### src/rtl/mat_mul_seq.sv
// mat_mul_seq: issue/track sequencer for an N x N matrix-multiply datapath.
// Ports: clk/rst, start/hold in; busy/done, rd_* issue, pipe_en, wr_* out.
module mat_mul_seq #(
  parameter int N        = 4,
  parameter int PIPE_LAT = 4,
  parameter int IDX_W    = $clog2(N)
) (
  input  logic               clk,
  input  logic               rst,
  input  logic               start,
  input  logic               hold,
  output logic               busy,
  output logic               done,
  output logic               rd_en,
  output logic [IDX_W-1:0]   rd_row,
  output logic [IDX_W-1:0]   rd_col,
  output logic               pipe_en,
  output logic               wr_en,
  output logic [2*IDX_W-1:0] wr_addr
);

  localparam int AW = 2 * IDX_W;
  localparam logic [IDX_W-1:0] LAST = IDX_W'(N - 1);
  localparam logic [AW-1:0] NW = AW'(N);
  localparam logic [PIPE_LAT-1:0] TAIL_M =
    PIPE_LAT'(1) << (PIPE_LAT - 1);

  typedef enum logic [1:0] {
    IDLE,
    ISSUE,
    DRAIN,
    DONE
  } state_t;

  state_t state, state_nx;

  logic [IDX_W-1:0] row, col;
  logic [IDX_W-1:0] row_nx, col_nx;

  logic [PIPE_LAT-1:0] vld;
  logic [IDX_W-1:0]    trow [PIPE_LAT];
  logic [IDX_W-1:0]    tcol [PIPE_LAT];

  logic frz;
  logic last_iss;
  logic drain_ok;

  // hold only freezes an active job
  assign frz = hold &
    ((state == ISSUE) | (state == DRAIN));

  assign last_iss = (row == LAST) & (col == LAST);

  // everything ahead of the tail is empty, so the
  // tail (if valid) is the final write
  assign drain_ok = (vld & ~TAIL_M) == '0;

  always_ff @(posedge clk) begin
    if (rst) begin
      state <= IDLE;
      row   <= '0;
      col   <= '0;
    end else begin
      state <= state_nx;
      row   <= row_nx;
      col   <= col_nx;
    end
  end

  always_comb begin
    state_nx = state;
    row_nx   = row;
    col_nx   = col;
    unique case (state)
      IDLE: begin
        if (start) begin
          state_nx = ISSUE;
          row_nx   = '0;
          col_nx   = '0;
        end
      end
      ISSUE: begin
        if (!hold) begin
          if (col == LAST) begin
            col_nx = '0;
            row_nx = (row == LAST) ? '0 : row + 1'b1;
          end else begin
            col_nx = col + 1'b1;
          end
          if (last_iss) state_nx = DRAIN;
        end
      end
      DRAIN: begin
        if (!hold && drain_ok) state_nx = DONE;
      end
      DONE: begin
        state_nx = IDLE;
      end
      default: begin
        state_nx = IDLE;
      end
    endcase
  end

  always_ff @(posedge clk) begin
    if (rst) begin
      vld <= '0;
      for (int i = 0; i < PIPE_LAT; i++) begin
        trow[i] <= '0;
        tcol[i] <= '0;
      end
    end else if (pipe_en) begin
      vld[0]  <= rd_en;
      trow[0] <= row;
      tcol[0] <= col;
      for (int i = 1; i < PIPE_LAT; i++) begin
        vld[i]  <= vld[i-1];
        trow[i] <= trow[i-1];
        tcol[i] <= tcol[i-1];
      end
    end
  end

  assign busy    = state != IDLE;
  assign done    = state == DONE;
  assign pipe_en = ~frz;
  assign rd_en   = (state == ISSUE) & ~hold;
  assign rd_row  = row;
  assign rd_col  = col;
  assign wr_en   = vld[PIPE_LAT-1] & ~frz;
  assign wr_addr = AW'(trow[PIPE_LAT-1]) * NW +
                   AW'(tcol[PIPE_LAT-1]);

endmodule

### config.mk
export PLATFORM = sky130hd
export DESIGN_NAME = mat_mul_seq
export DESIGN_NICKNAME = d
export VERILOG_FILES = /design/src/rtl/mat_mul_seq.sv
export SDC_FILE = /design/constraint.sdc
export NUM_CORES = 1
export LEC_CHECK = 0
export CAP_MARGIN = 20
export CELL_PAD_IN_SITES_DETAIL_PLACEMENT = 2
export CELL_PAD_IN_SITES_GLOBAL_PLACEMENT = 2
export CORE_AREA = 2 2 60 62
export CTS_CLUSTER_SIZE = 10
export DETAILED_ROUTE_END_ITERATION = 10
export DIE_AREA = 0 0 62 64
export PLACE_DENSITY = 0.85
export SLEW_MARGIN = 15
export SYNTH_ARGS = -nofsm -noshare
export SYNTH_HDL_FRONTEND = slang
export SYNTH_SLANG_ARGS = --single-unit
### constraint.sdc
create_clock -name clk -period 2.55 [get_ports clk]
set_input_delay 0.51 -clock clk [delete_from_list [all_inputs] [get_ports clk]]
set_output_delay 0.51 -clock clk [all_outputs]
set_load 0.02 [all_outputs]
## Yosys cells after proc, flatten, opt, wreduce, memory -nomap -nowiden

Memories as Yosys holds them, arrays and structs flattened.
Index checks and enable logic that the tools add are counted.

| storage, ports and cells | value |
|---|---|
| logic and storage cells | 69 |
| memories kept | 2 |
| input bits | 4 |
| register bits | 10 |
| RAM bits | 16 |
| output and inout bits | 13 |

| operators by class | value |
|---|---|
| muxes and demuxes | 26 |
| reduce and logical (&&, ||, !) cells | 9 |
| $add $sub $neg | 3 |
| bitwise gates (word level) | 15 |
| eq/ne operators | 10 |

Memory list:

| name | words | bits a word | read ports | clocked after memory_dff | wr ports | line | RTL |
|---|---|---|---|---|---|---|---|
| tcol | 4 | 2 | 4 | 0 | 4 | 42 | `logic [IDX_W-1:0] tcol [PIPE_LAT];` |
| trow | 4 | 2 | 4 | 0 | 4 | 41 | `logic [IDX_W-1:0] trow [PIPE_LAT];` |

Operators by type and width:

| operator | number |
|---|---|
| $mux W2 | 18 |
| $or A1 B1 Y1 | 9 |
| $eq A2 B2 Y1 const B | 4 |
| $pmux W2 S2 | 2 |
| $pmux W2 S4 | 1 |
| $reduce_and A4 Y1 | 2 |
| $ne A2 B2 Y1 const B | 3 |
| $mux W1 | 5 |
| $add A2 B1 Y2 const B | 2 |
| $add A4 B2 Y4 | 1 |
| $and A1 B1 Y1 | 4 |
| $logic_not A4 Y1 | 1 |
| $ne A2 B1 Y1 const B | 2 |
| $reduce_bool A2 Y1 | 2 |
| $reduce_and A3 Y1 | 1 |
| $eq A2 B1 Y1 const B | 1 |
| $logic_not A2 Y1 | 1 |
| $not A1 Y1 | 2 |
| $logic_and A1 B1 Y1 | 1 |
| $logic_not A1 Y1 | 1 |

## Depth between registers and ports, before layout

Gate-level depths: netlist of run 1.

| logic depth | value |
|---|---|
| depth in word-level cells | 7 |
| depth in mapped cells | 7 |
| mapped depth without buffers | 6 |

## Worst setup path before layout of run 1

OpenSTA, ideal clock, no wires.

| timing path | value |
|---|---|
| path kind | flip-flop to output port |
| start point | reg state[0] |
| end point | out wr_en |
| required time | 2,040 ps |
| path slack | 738 ps |
| path buffers | 0 |
| arrival time | 1,302 ps |
| stages on the path, launching flop included | 5 |
| cell sequence | dfxtp_1 inv_1 ha_1 nand2_1 and2_1 |

| between the ends | value |
|---|---|
| word-level cells in the longest chain between the ends | 5 |

RTL lines:

| what | line | RTL |
|---|---|---|
| from (decl) | 35 | `state_t state, state_nx;` |
| from (signal assigned) | 64 | `state <= state_nx;` |
| $eq A2 B1 Y1 or $eq A2 B2 Y1 (tied branches) | 50 | `((state == ISSUE) \| (state == DRAIN));` |
| $or A1 B1 Y1 (*) | 50 |  |
| $and A1 B1 Y1 (*) | 49 | `assign frz = hold &` |
| $not A1 Y1 (*) | - |  |
| net pipe_en | 17 | `output logic pipe_en,` |
| $and A1 B1 Y1 (*) | 130 | `assign wr_en = vld[PIPE_LAT-1] & ~frz;` |
| to (decl) | 18 | `output logic wr_en,` |

Mark *: on every way through the listed nets, which the timed path passes. The rest lies on a longest branch.

## Final worst setup path of run 1

| timing path | value |
|---|---|
| start point | reg state[1] |
| end point | out wr_en |

| between the ends | value |
|---|---|
| word-level cells in the longest chain between the ends | 5 |

RTL lines:

| what | line |
|---|---|
| $eq A2 B1 Y1 or $eq A2 B2 Y1 (tied branches) | 50 |
| $or A1 B1 Y1 (*) | 50 |
| $and A1 B1 Y1 (*) | 49 |
| $not A1 Y1 (*) | 130 |
| $and A1 B1 Y1 (*) | 130 |

Every way passes the cells marked *; elsewhere a longest branch is shown, timed or not.

==> impl_metrics.csv, run 1 <==
group,metric,value,unit
logic_synthesis,avgSynthCellArea,11.4,sq um
worst_setup_path,cp-start-kind,"flop",
timing,worst_pin_slew,0.864,ns
worst_setup_path,r2r_cells,4,
worst_setup_path,r2r_end,"trow[1][0]$_SDFFCE_PN0P_",
global_route,grt_pass1_vias,891,
placement,routabilityCongestion,0.732,
floorplanning,die_w,62,microns
detailed_routing,drt_wl_total,2430,microns
placement,io_buffers,16,
worst_setup_path,criticalPathCategory,"flop to output pin",
timing,fin_setup_tns,0,ns
floorplanning,io_pins,17,
timing,finalCriticalPeriod,2.36,ns
pwr,internal_power,0.883,mW
floorplanning,start_util,0.355,
min_path,hold_path_class,"flop to flop",
detailed_routing,routedWlPerCell,14.4,microns
finish,diodes,0,
global_route,grt_max_degree,17,
logic_synthesis,synth_edf_count,16,
timing,holdWs,0.505,ns
cts,post_cts_resized,3,
timing,fin_ws,0.189,ns
finish,final_nets,133,
placement,dp_hpwl,1780,microns
timing,fmax,423,MHz
cts,post_cts_buffers,0,
cts,cts_buffer_depth,2,
pwr,comb_power_share,0.382,
floorplanning,fp.coreArea,3280,sq um
placement,dp.cells,164,
cts,cts_buffers,3,
logic_synthesis,synth-async-reset-ratio,0,
pwr,vdd.ir_drop.worst,0.354,mV
global_route,grtUsageTotal,0.145,
timing,finalHoldViolations,0,
finish,drive_above_1_share,0.0902,
detailed_routing,drtIter0Drc,26,
pwr,power.sequential.fraction,0.463,
cts,clk_pin_slew,0.14,ns
detailed_routing,dr.pass1.iters,3,
pwr,finalPower,1.34,mW
cts,ctsHoldBuffers,0,
logic_synthesis,synthFlopType,"edfxtp_1",
min_path,hold_depth,2,
cts,htree_levels,1,
pwr,power_density,940,nW/um^2
timing,drv_slew,0,
timing,fin_crit_sh,0.926,
logic_synthesis,yosysWarnings,0,
global_route,grt_first_pass_wirelength,4230,microns
logic_synthesis,seq_area_frac_synth,0.584,
run,drv_cap,0,
floorplanning,rows,21,
pwr,p_leak,0.582,nW
detailed_routing,vias_per_cell,4.73,
placement,post-place-ws,0.209,ns
worst_setup_path,setup.worst_path.start,"state[1]$_SDFFE_PP0P_",
outcome,status,"complete, no violations",
global_route,globalRouteOverflowTotal,0,
worst_setup_path,rr_startpoint,"state[0]$_SDFFE_PP0P_",
global_route,antenna_found_initial,0,
cts,cts.sinks,26,
logic_synthesis,syn_area,1170,sq um
cts,clkLatencyLatePin,0.32,ns
worst_setup_path,worstSetupEndpointType,"output pin",
logic_synthesis,synth-seq-cells,26,
detailed_routing,drt.antenna.violating_nets,0,
floorplanning,die_h,64,microns
logic_synthesis,synthDistinctLibCells,29,
cts,cts_root_buffer,"clkbuf_4",
worst_setup_path,required,2.04,ns
timing,final-setup-viol-count,0,
worst_setup_path,cp-endpoint,"wr_en",
finish,fin_cells,168,
worst_setup_path,arrival,1.85,ns
timing,clock_skew,0.00797,ns
finish,final_common_cell,"and2_1",
pwr,clock_power_share,0.155,
logic_synthesis,postSynthCellCount,102,
detailed_routing,drc_errors,0,
worst_setup_path,critPathMaxFanout,7,
pwr,switching_share,0.342,
detailed_routing,vias,794,
cts,cts_tree,"done",
pwr,p_switching,0.459,mW
worst_setup_path,rrSetupSlack,0.57,ns
timing,rsz0062_at_grt,"no",
floorplanning,dieArea,3970,sq um
finish,mostFrequentLayoutCells,"and2_1 (19), edfxtp_1 (16), clkdlybuf4s50_1 (13), dfxtp_1 (10), a21oi_1 (8)",
timing,max-slew-margin-rel,0.424,
logic_synthesis,synth_nets,112,
finish,syn2layout_area_growth,22.4,%
==> power by group through the flow <==
stage | clock network (mW) | logic, mW | registers, mW
finish | 0.208 | 0.513 | 0.622
global route | 0.240 | 0.578 | 0.640
CTS | 0.217 | 0.524 | 0.627
detailed placement | 0 | 0.522 | 0.637
global placement | 0 | 0.503 | 0.626
floorplan | 0 | 0.293 | 0.657
==> logic make-up after synthesis <==
logic type | count (synthesis) | share of synthesized area
AOI/OAI and AO/OA | 16 | 0.0901
DFF | 26 | 0.584
buffers and inverters | 8 | 0.0343
and+or+nand+nor | 43 | 0.202
adders and majority gates | 6 | 0.0644
muxes | 3 | 0.0258
==> sequential cells by signal, indices dropped and copies added (netlist names) <==
| signal | flops |
|---|---|
| rd_row | 2 |
| tcol | 8 |
| vld | 4 |
| trow | 8 |
| rd_col | 2 |
| state | 2 |
==> final cells by class <==
cell class	count	area, sq um
Tap cell	46	57.6
Multi-Input combinational cell	68	448
Inverter	4	15.0
Sequential cell	26	681
Timing Repair Buffer	20	190
Clock buffer	4	36.3
Fill cell	351	1860
==> stage by stage <==
| stage | utilization | area, sq um |
|---|---|---|
| after floorplan | - | 1170 |
| after global placement | 0.423 | 1390 |
| after detailed placement | 0.423 | 1390 |
| after CTS | 0.434 | 1430 |
| after global routing | 0.435 | 1430 |
| final | 0.435 | 1430 |
==> Yosys cell counts (2+ instances only) <==
cell type | count | area share
ha_1 | 6 | 0.064
a21oi_1 | 8 | 0.034
nand2_1 | 7 | 0.023
dfxtp_1 | 10 | 0.17
nand2b_1 | 2 | 0.011
edfxtp_1 | 16 | 0.41
and2_1 | 19 | 0.10
nand3_1 | 4 | 0.017
inv_1 | 4 | 0.013
mux2i_1 | 3 | 0.026
nor2_1 | 5 | 0.016
==> worst max-delay path: stages, from the launching register on <==
cell           delay [ns]
dfxtp_1              0.42
inv_1                0.08
ha_1                 0.42
nand2_1              0.10
and2_1               0.17
dlygate4sd2_1        0.33
==> layer usage <==
metal  part of all wire  global-route usage  vias to the layer above
met4             0.0087              0.0479                        0
met2               0.51               0.227                       13
li1                   -                   -                      394
met3              0.028              0.0324                        2
met1               0.45               0.194                      385
met5                  0                   0                        -
==> worst min path at each step <==
stage | from | to | slack (ns)
CTS | vld[0]$_SDFFE_PP0N_ | vld[1]$_SDFFE_PP0N_ | 0.51
detailed placement | vld[1]$_SDFFE_PP0N_ | vld[2]$_SDFFE_PP0N_ | 0.49
global placement | vld[3]$_SDFFE_PP0N_ | vld[3]$_SDFFE_PP0N_ | 0.46
finish | vld[0]$_SDFFE_PP0N_ | vld[1]$_SDFFE_PP0N_ | 0.51
floorplan | vld[3]$_SDFFE_PP0N_ | vld[3]$_SDFFE_PP0N_ | 0.44
global route | vld[1]$_SDFFE_PP0N_ | vld[2]$_SDFFE_PP0N_ | 0.53
(Power assumes the default switching activity.)
==> run 2, diff against run 1 <==
ABC_AREA = 1   (was not set)
CORE_AREA = 2 2 62 64   (was 2 2 60 62)
DIE_AREA = 0 0 64 66   (was 0 0 62 64)
PLACE_DENSITY = 0.87   (was 0.85)
SLEW_MARGIN = not set   (was 15)
==> impl_metrics.csv, run 2 <==
group,metric,value,unit
outcome,status,"complete, no violations",
worst_setup_path,cp-start-kind,"flop",
cts,post_cts_buffers,0,
cts,cts_buffers,3,
global_route,antenna_found_initial,0,
timing,drv_slew,0,
placement,place_area,1420,sq um
timing,rsz0062_at_grt,"no",
detailed_routing,drt_wl_total,2700,microns
cts,clkLatencyLatePin,0.32,ns
min_path,hold_path_class,"flop to flop",
logic_synthesis,yosysTopAreaCellShare,0.400,
timing,fin_crit_sh,0.955,
logic_synthesis,avgSynthCellArea,9.24,sq um
pwr,finalPower,1.50,mW
logic_synthesis,synthTopCellsByArea,"edfxtp_1 (40%), dfxtp_1 (17%), inv_1 (8.4%)",
worst_setup_path,worstSetupEndpointType,"output pin",
pwr,p_leak,0.618,nW
logic_synthesis,syn_area,1200,sq um
timing,final-setup-viol-count,0,
finish,final_util,0.407,
cts,cts.sinks,26,
cts,htree_levels,1,
placement,dp_hpwl,2170,microns
worst_setup_path,cp_slowest_cell,"clkdlybuf4s50_1",
global_route,grt_first_pass_wirelength,4830,microns
floorplanning,rows,22,
cts,cts_buffer_depth,2,
finish,mostFrequentLayoutCells,"inv_1 (27), nor2_1 (27), nand2_1 (18), edfxtp_1 (16), clkdlybuf4s50_1 (15)",
worst_setup_path,criticalPathCategory,"flop to output pin",
timing,finalCriticalPeriod,2.44,ns
global_route,grt_pass1_vias,1033,
finish,design_area,1450,sq um
timing,clock_skew,0.00835,ns
logic_synthesis,seq_area_frac_synth,0.567,
floorplanning,fp.coreArea,3550,sq um
placement,io_buffers,16,
run,drv_cap,0,
logic_synthesis,synth_top_cells_by_count,"inv_1 (27), nor2_1 (27), nand2_1 (18), edfxtp_1 (16), dfxtp_1 (10)",
detailed_routing,vias_per_cell,4.46,
logic_synthesis,synth-async-reset-ratio,0,
finish,fillers,401,
pwr,clock_power_share,0.121,
global_route,grtUsageTotal,0.153,
floorplanning,start_util,0.338,
global_route,grt_max_degree,21,
timing,fin_setup_tns,0,ns
floorplanning,die_h,66,microns
logic_synthesis,synth-seq-cells,26,
worst_setup_path,required,2.04,ns
pwr,comb_power_share,0.439,
worst_setup_path,crit_chain,"inv_1, ha_1, inv_2, nor2_2, clkdlybuf4s50_1",
cts,cts_tree,"done",
detailed_routing,drc_errors,0,
timing,fmax,411,MHz
floorplanning,die_w,64,microns
finish,final_nets,161,
worst_setup_path,worst-path-buf-inv,3,
pwr,internal_power,0.907,mW
cts,cts_root_buffer,"clkbuf_4",
pwr,p_switching,0.590,mW
logic_synthesis,yosysWarnings,0,
logic_synthesis,yosys.area.top_type,"edfxtp_1",
placement,routabilityCongestion,0.817,
pwr,switching_share,0.394,
cts,ctsHoldBuffers,0,
logic_synthesis,postSynthCellCount,130,
logic_synthesis,synthDistinctLibCells,19,
global_route,globalRouteOverflowTotal,0,
worst_setup_path,slowest_delay,0.62,ns
finish,diodes,0,
worst_setup_path,rrSetupSlack,0.97,ns
finish,largest_registers,"tcol: 8 flops, trow: 8 flops, vld: 4 flops",
finish,drive_above_1_share,0.120,
finish,syn2layout_area_growth,20.4,%
timing,finalHoldViolations,0,
pwr,vdd.ir_drop.worst,0.344,mV
detailed_routing,drt.antenna.violating_nets,0,
worst_setup_path,crit_family,"buffers and inverters",
pwr,power.sequential.fraction,0.440,
worst_setup_path,arrival,1.93,ns
worst_setup_path,critPathMaxFanout,6,
logic_synthesis,synth_edf_count,16,
detailed_routing,vias,883,
timing,worst_pin_slew,0.350,ns
finish,multi_input_area,395,sq um
floorplanning,dieArea,4220,sq um
detailed_routing,routedWlPerCell,13.6,microns
detailed_routing,dr.pass1.iters,3,
cts,clk_pin_slew,0.13,ns
detailed_routing,drtIter0Drc,50,
finish,seq_area,681,sq um
pwr,power_density,1040,nW/um^2
floorplanning,io_pins,17,
cts,post_cts_resized,0,
logic_synthesis,synthFlopType,"edfxtp_1",
timing,max-slew-margin-rel,0.766,
logic_synthesis,synth_nets,140,
## run 2: cell count changes in the layout (fill, tap and decap cells not counted), moves of 3 or more
cell / previous run / this run
nor2_1: 5 / 27
and2_1: 19 / 0
mux2i_1: 3 / 0
inv_1: 4 / 27
buf_4: 4 / 1
nand3_1: 4 / 1
a21oi_1: 8 / 4
nand2_2: 0 / 5
nand2_1: 7 / 18
## run 2: power by group through the flow
stage                     Clock, mW  Sequential, mW  Combinational (mW)
final                         0.181           0.658               0.658
after global routing          0.209           0.679               0.733
after CTS                     0.190           0.664               0.672
after detailed placement          0           0.675               0.669
after global placement            0           0.657               0.625
after floorplan                   0           0.701               0.394
## run 2: cell families (layout without fill, tap and decap cells)
logic type      Yosys count  count (layout)  synth area share
fa+ha+maj                 6               6            0.0625
simple gates             58              58             0.226
flops                    26              26             0.567
buf+inv                  31              51             0.104
compound gates            9               9            0.0406
## run 2: tightest hold or removal path: stages (launching register included)
cell and delay (ns):
dfxtp_1 0.34, inv_1 0.07, o22ai_1 0.07
## run 2: area by class of cell
class | count | area share
tap | 48 | 0.0415
multi-input combinational | 73 | 0.273
timing repair buffer | 17 | 0.118
clock buffer | 4 | 0.0182
inverter | 30 | 0.0787
sequential | 26 | 0.471
## run 2: worst paths after layout
kind	startpoint	endpoint	cells past startpoint
max	state[1]$_SDFFE_PP0P_	rd_en	5
min reg2reg	vld[1]$_SDFFE_PP0N_	vld[1]$_SDFFE_PP0N_	2
max reg2reg	state[0]$_SDFFE_PP0P_	tcol[1][0]$_SDFFCE_PN0P_	6
min	vld[1]$_SDFFE_PP0N_	vld[1]$_SDFFE_PP0N_	2
## run 2: metal layers
metal | routed length [microns] | vias to the layer above | GRT usage
met3 | 65 | 4 | 0.0239
met5 | 0 | - | 0
li1 | - | 440 | -
met4 | 28 | 0 | 0.0571
met1 | 1100 | 425 | 0.162
met2 | 1510 | 14 | 0.303
## run 2: metrics by stage
step	cells	setup slack, ns	hold WS [ns]
4_1_cts	198	0.0418	0.521
2_1_floorplan	130	0.840	0.450
5_1_grt	198	0.0194	0.558
3_3_place_gp	194	0.197	0.467
6_report	198	0.114	0.517
3_5_place_dp	194	0.156	0.502
==> run 3, diff against run 2 <==
MAX_ROUTING_LAYER = met4   (was not set)
==> impl_metrics.csv, run 3 (synthesized netlist as in run 2, its figures left out) <==
group,metric,value,unit
outcome,status,"complete, no violations",
finish,design_area,1450,sq um
detailed_routing,dr.pass1.iters,2,
pwr,internal_power,0.907,mW
detailed_routing,drc_errors,0,
global_route,grtUsageTotal,0.158,
worst_setup_path,cp-start-kind,"flop",
timing,fin_setup_tns,0,ns
cts,cts_root_buffer,"clkbuf_4",
worst_setup_path,crit_family,"buffers and inverters",
cts,cts_buffers,3,
floorplanning,rows,22,
cts,htree_levels,1,
cts,cts.sinks,26,
pwr,power_density,1040,nW/um^2
cts,cts_buffer_depth,2,
timing,worst_pin_slew,0.363,ns
timing,max-slew-margin-rel,0.757,
floorplanning,die_h,66,microns
timing,fin_crit_sh,0.953,
finish,diodes,0,
pwr,p_switching,0.590,mW
worst_setup_path,slowest_delay,0.62,ns
floorplanning,start_util,0.338,
pwr,comb_power_share,0.440,
worst_setup_path,critPathMaxFanout,6,
pwr,clock_power_share,0.120,
placement,routabilityCongestion,0.829,
finish,largest_registers,"tcol: 8 flops, trow: 8 flops, vld: 4 flops",
worst_setup_path,arrival,1.92,ns
finish,drive_above_1_share,0.120,
detailed_routing,drtIter0Drc,50,
floorplanning,io_pins,17,
placement,dp_hpwl,2170,microns
cts,clkLatencyLatePin,0.32,ns
detailed_routing,drt_wl_total,2710,microns
worst_setup_path,criticalPathCategory,"flop to output pin",
floorplanning,die_w,64,microns
cts,cts_tree,"done",
timing,fmax,411,MHz
cts,post_cts_buffers,0,
timing,finalHoldViolations,0,
pwr,switching_share,0.394,
detailed_routing,drt.antenna.violating_nets,0,
worst_setup_path,required,2.04,ns
global_route,grt_pass1_vias,1027,
detailed_routing,vias,883,
global_route,globalRouteOverflowTotal,0,
cts,clk_pin_slew,0.13,ns
min_path,hold_path_class,"flop to flop",
detailed_routing,vias_per_cell,4.46,
floorplanning,fp.coreArea,3550,sq um
placement,dp.cells,194,
placement,io_buffers,16,
timing,rsz0062_at_grt,"no",
global_route,grt_max_degree,21,
timing,finalCriticalPeriod,2.43,ns
timing,drv_slew,0,
worst_setup_path,cp_slowest_cell,"clkdlybuf4s50_1",
placement,place_area,1420,sq um
pwr,p_leak,0.618,nW
worst_setup_path,worst-path-buf-inv,3,
global_route,grt_first_pass_wirelength,4860,microns
timing,holdWs,0.517,ns
finish,mostFrequentLayoutCells,"inv_1 (27), nor2_1 (27), nand2_1 (18), edfxtp_1 (16), clkdlybuf4s50_1 (15)",
timing,final-setup-viol-count,0,
worst_setup_path,worstSetupEndpointType,"output pin",
detailed_routing,routedWlPerCell,13.7,microns
cts,ctsHoldBuffers,0,
finish,syn2layout_area_growth,20.4,%
run,drv_cap,0,
global_route,antenna_found_initial,0,
finish,fin_cells,198,
pwr,power.sequential.fraction,0.440,
finish,final_nets,161,
floorplanning,dieArea,4220,sq um
pwr,vdd.ir_drop.worst,0.343,mV
timing,clock_skew,0.00507,ns
finish,final_util,0.407,
worst_setup_path,crit_chain,"inv_1, ha_1, inv_2, nor2_2, clkdlybuf4s50_1",
[run 3: through the flow]
stage,setup slack [ns],power [mW]
floorplan,0.840,1.09
global placement,0.197,1.28
detailed placement,0.156,1.34
CTS,0.0418,1.53
global route,0.0194,1.62
finish,0.120,1.50
[run 3: timing repair]
action,4_1_cts,5_1_grt
endpoints found under the setup margin,0,1
hold endpoints to repair,0,0
resized for setup,0,1
[run 3: final timing paths]
check	from	endpoint	slack, ns	depth (start not counted)
worst max-delay path	state[1]$_SDFFE_PP0P_	rd_en	0.12	5
worst min-delay path	vld[1]$_SDFFE_PP0N_	vld[1]$_SDFFE_PP0N_	0.52	2
worst max register to register	state[0]$_SDFFE_PP0P_	trow[0][1]$_SDFFCE_PN0P_	0.97	6
worst min register to register	vld[1]$_SDFFE_PP0N_	vld[1]$_SDFFE_PP0N_	0.52	2
[run 3: worst register-to-register path: cells and delay by family (launching register included)]
kind	cells	cell delay [ns]
buffers and inverters	3	0.39
AND/OR/NAND/NOR	2	0.16
flip-flops	1	0.39
adder cells (fa/ha/maj)	1	0.34
[run 3: routing by layer]
metal  up-vias  track usage  wire length (microns)  part of all wire
met4         0       0.0571                     17            0.0063
li1        438            -                      -                 -
met2        12        0.302                   1510              0.56
met1       431        0.167                   1130              0.42
met5         -            -                      0                 0
met3         2       0.0204                     54             0.020
[run 3: power groups by stage]
stage	logic [mW]	registers, mW	clock network, mW
floorplan	0.394	0.701	0
global placement	0.625	0.657	0
detailed placement	0.669	0.675	0
CTS	0.672	0.664	0.190
global route	0.734	0.679	0.209
finish	0.659	0.658	0.179
[run 3: cell type report]
| class | count | area [sq um] |
|---|---|---|
| repair buffers | 17 | 170 |
| inverters | 30 | 114 |
| flip-flops and latches | 26 | 681 |
| well taps | 48 | 60.1 |
| fillers | 401 | 2100 |
| multi-input cells | 73 | 395 |
| clock buffers | 4 | 26.3 |
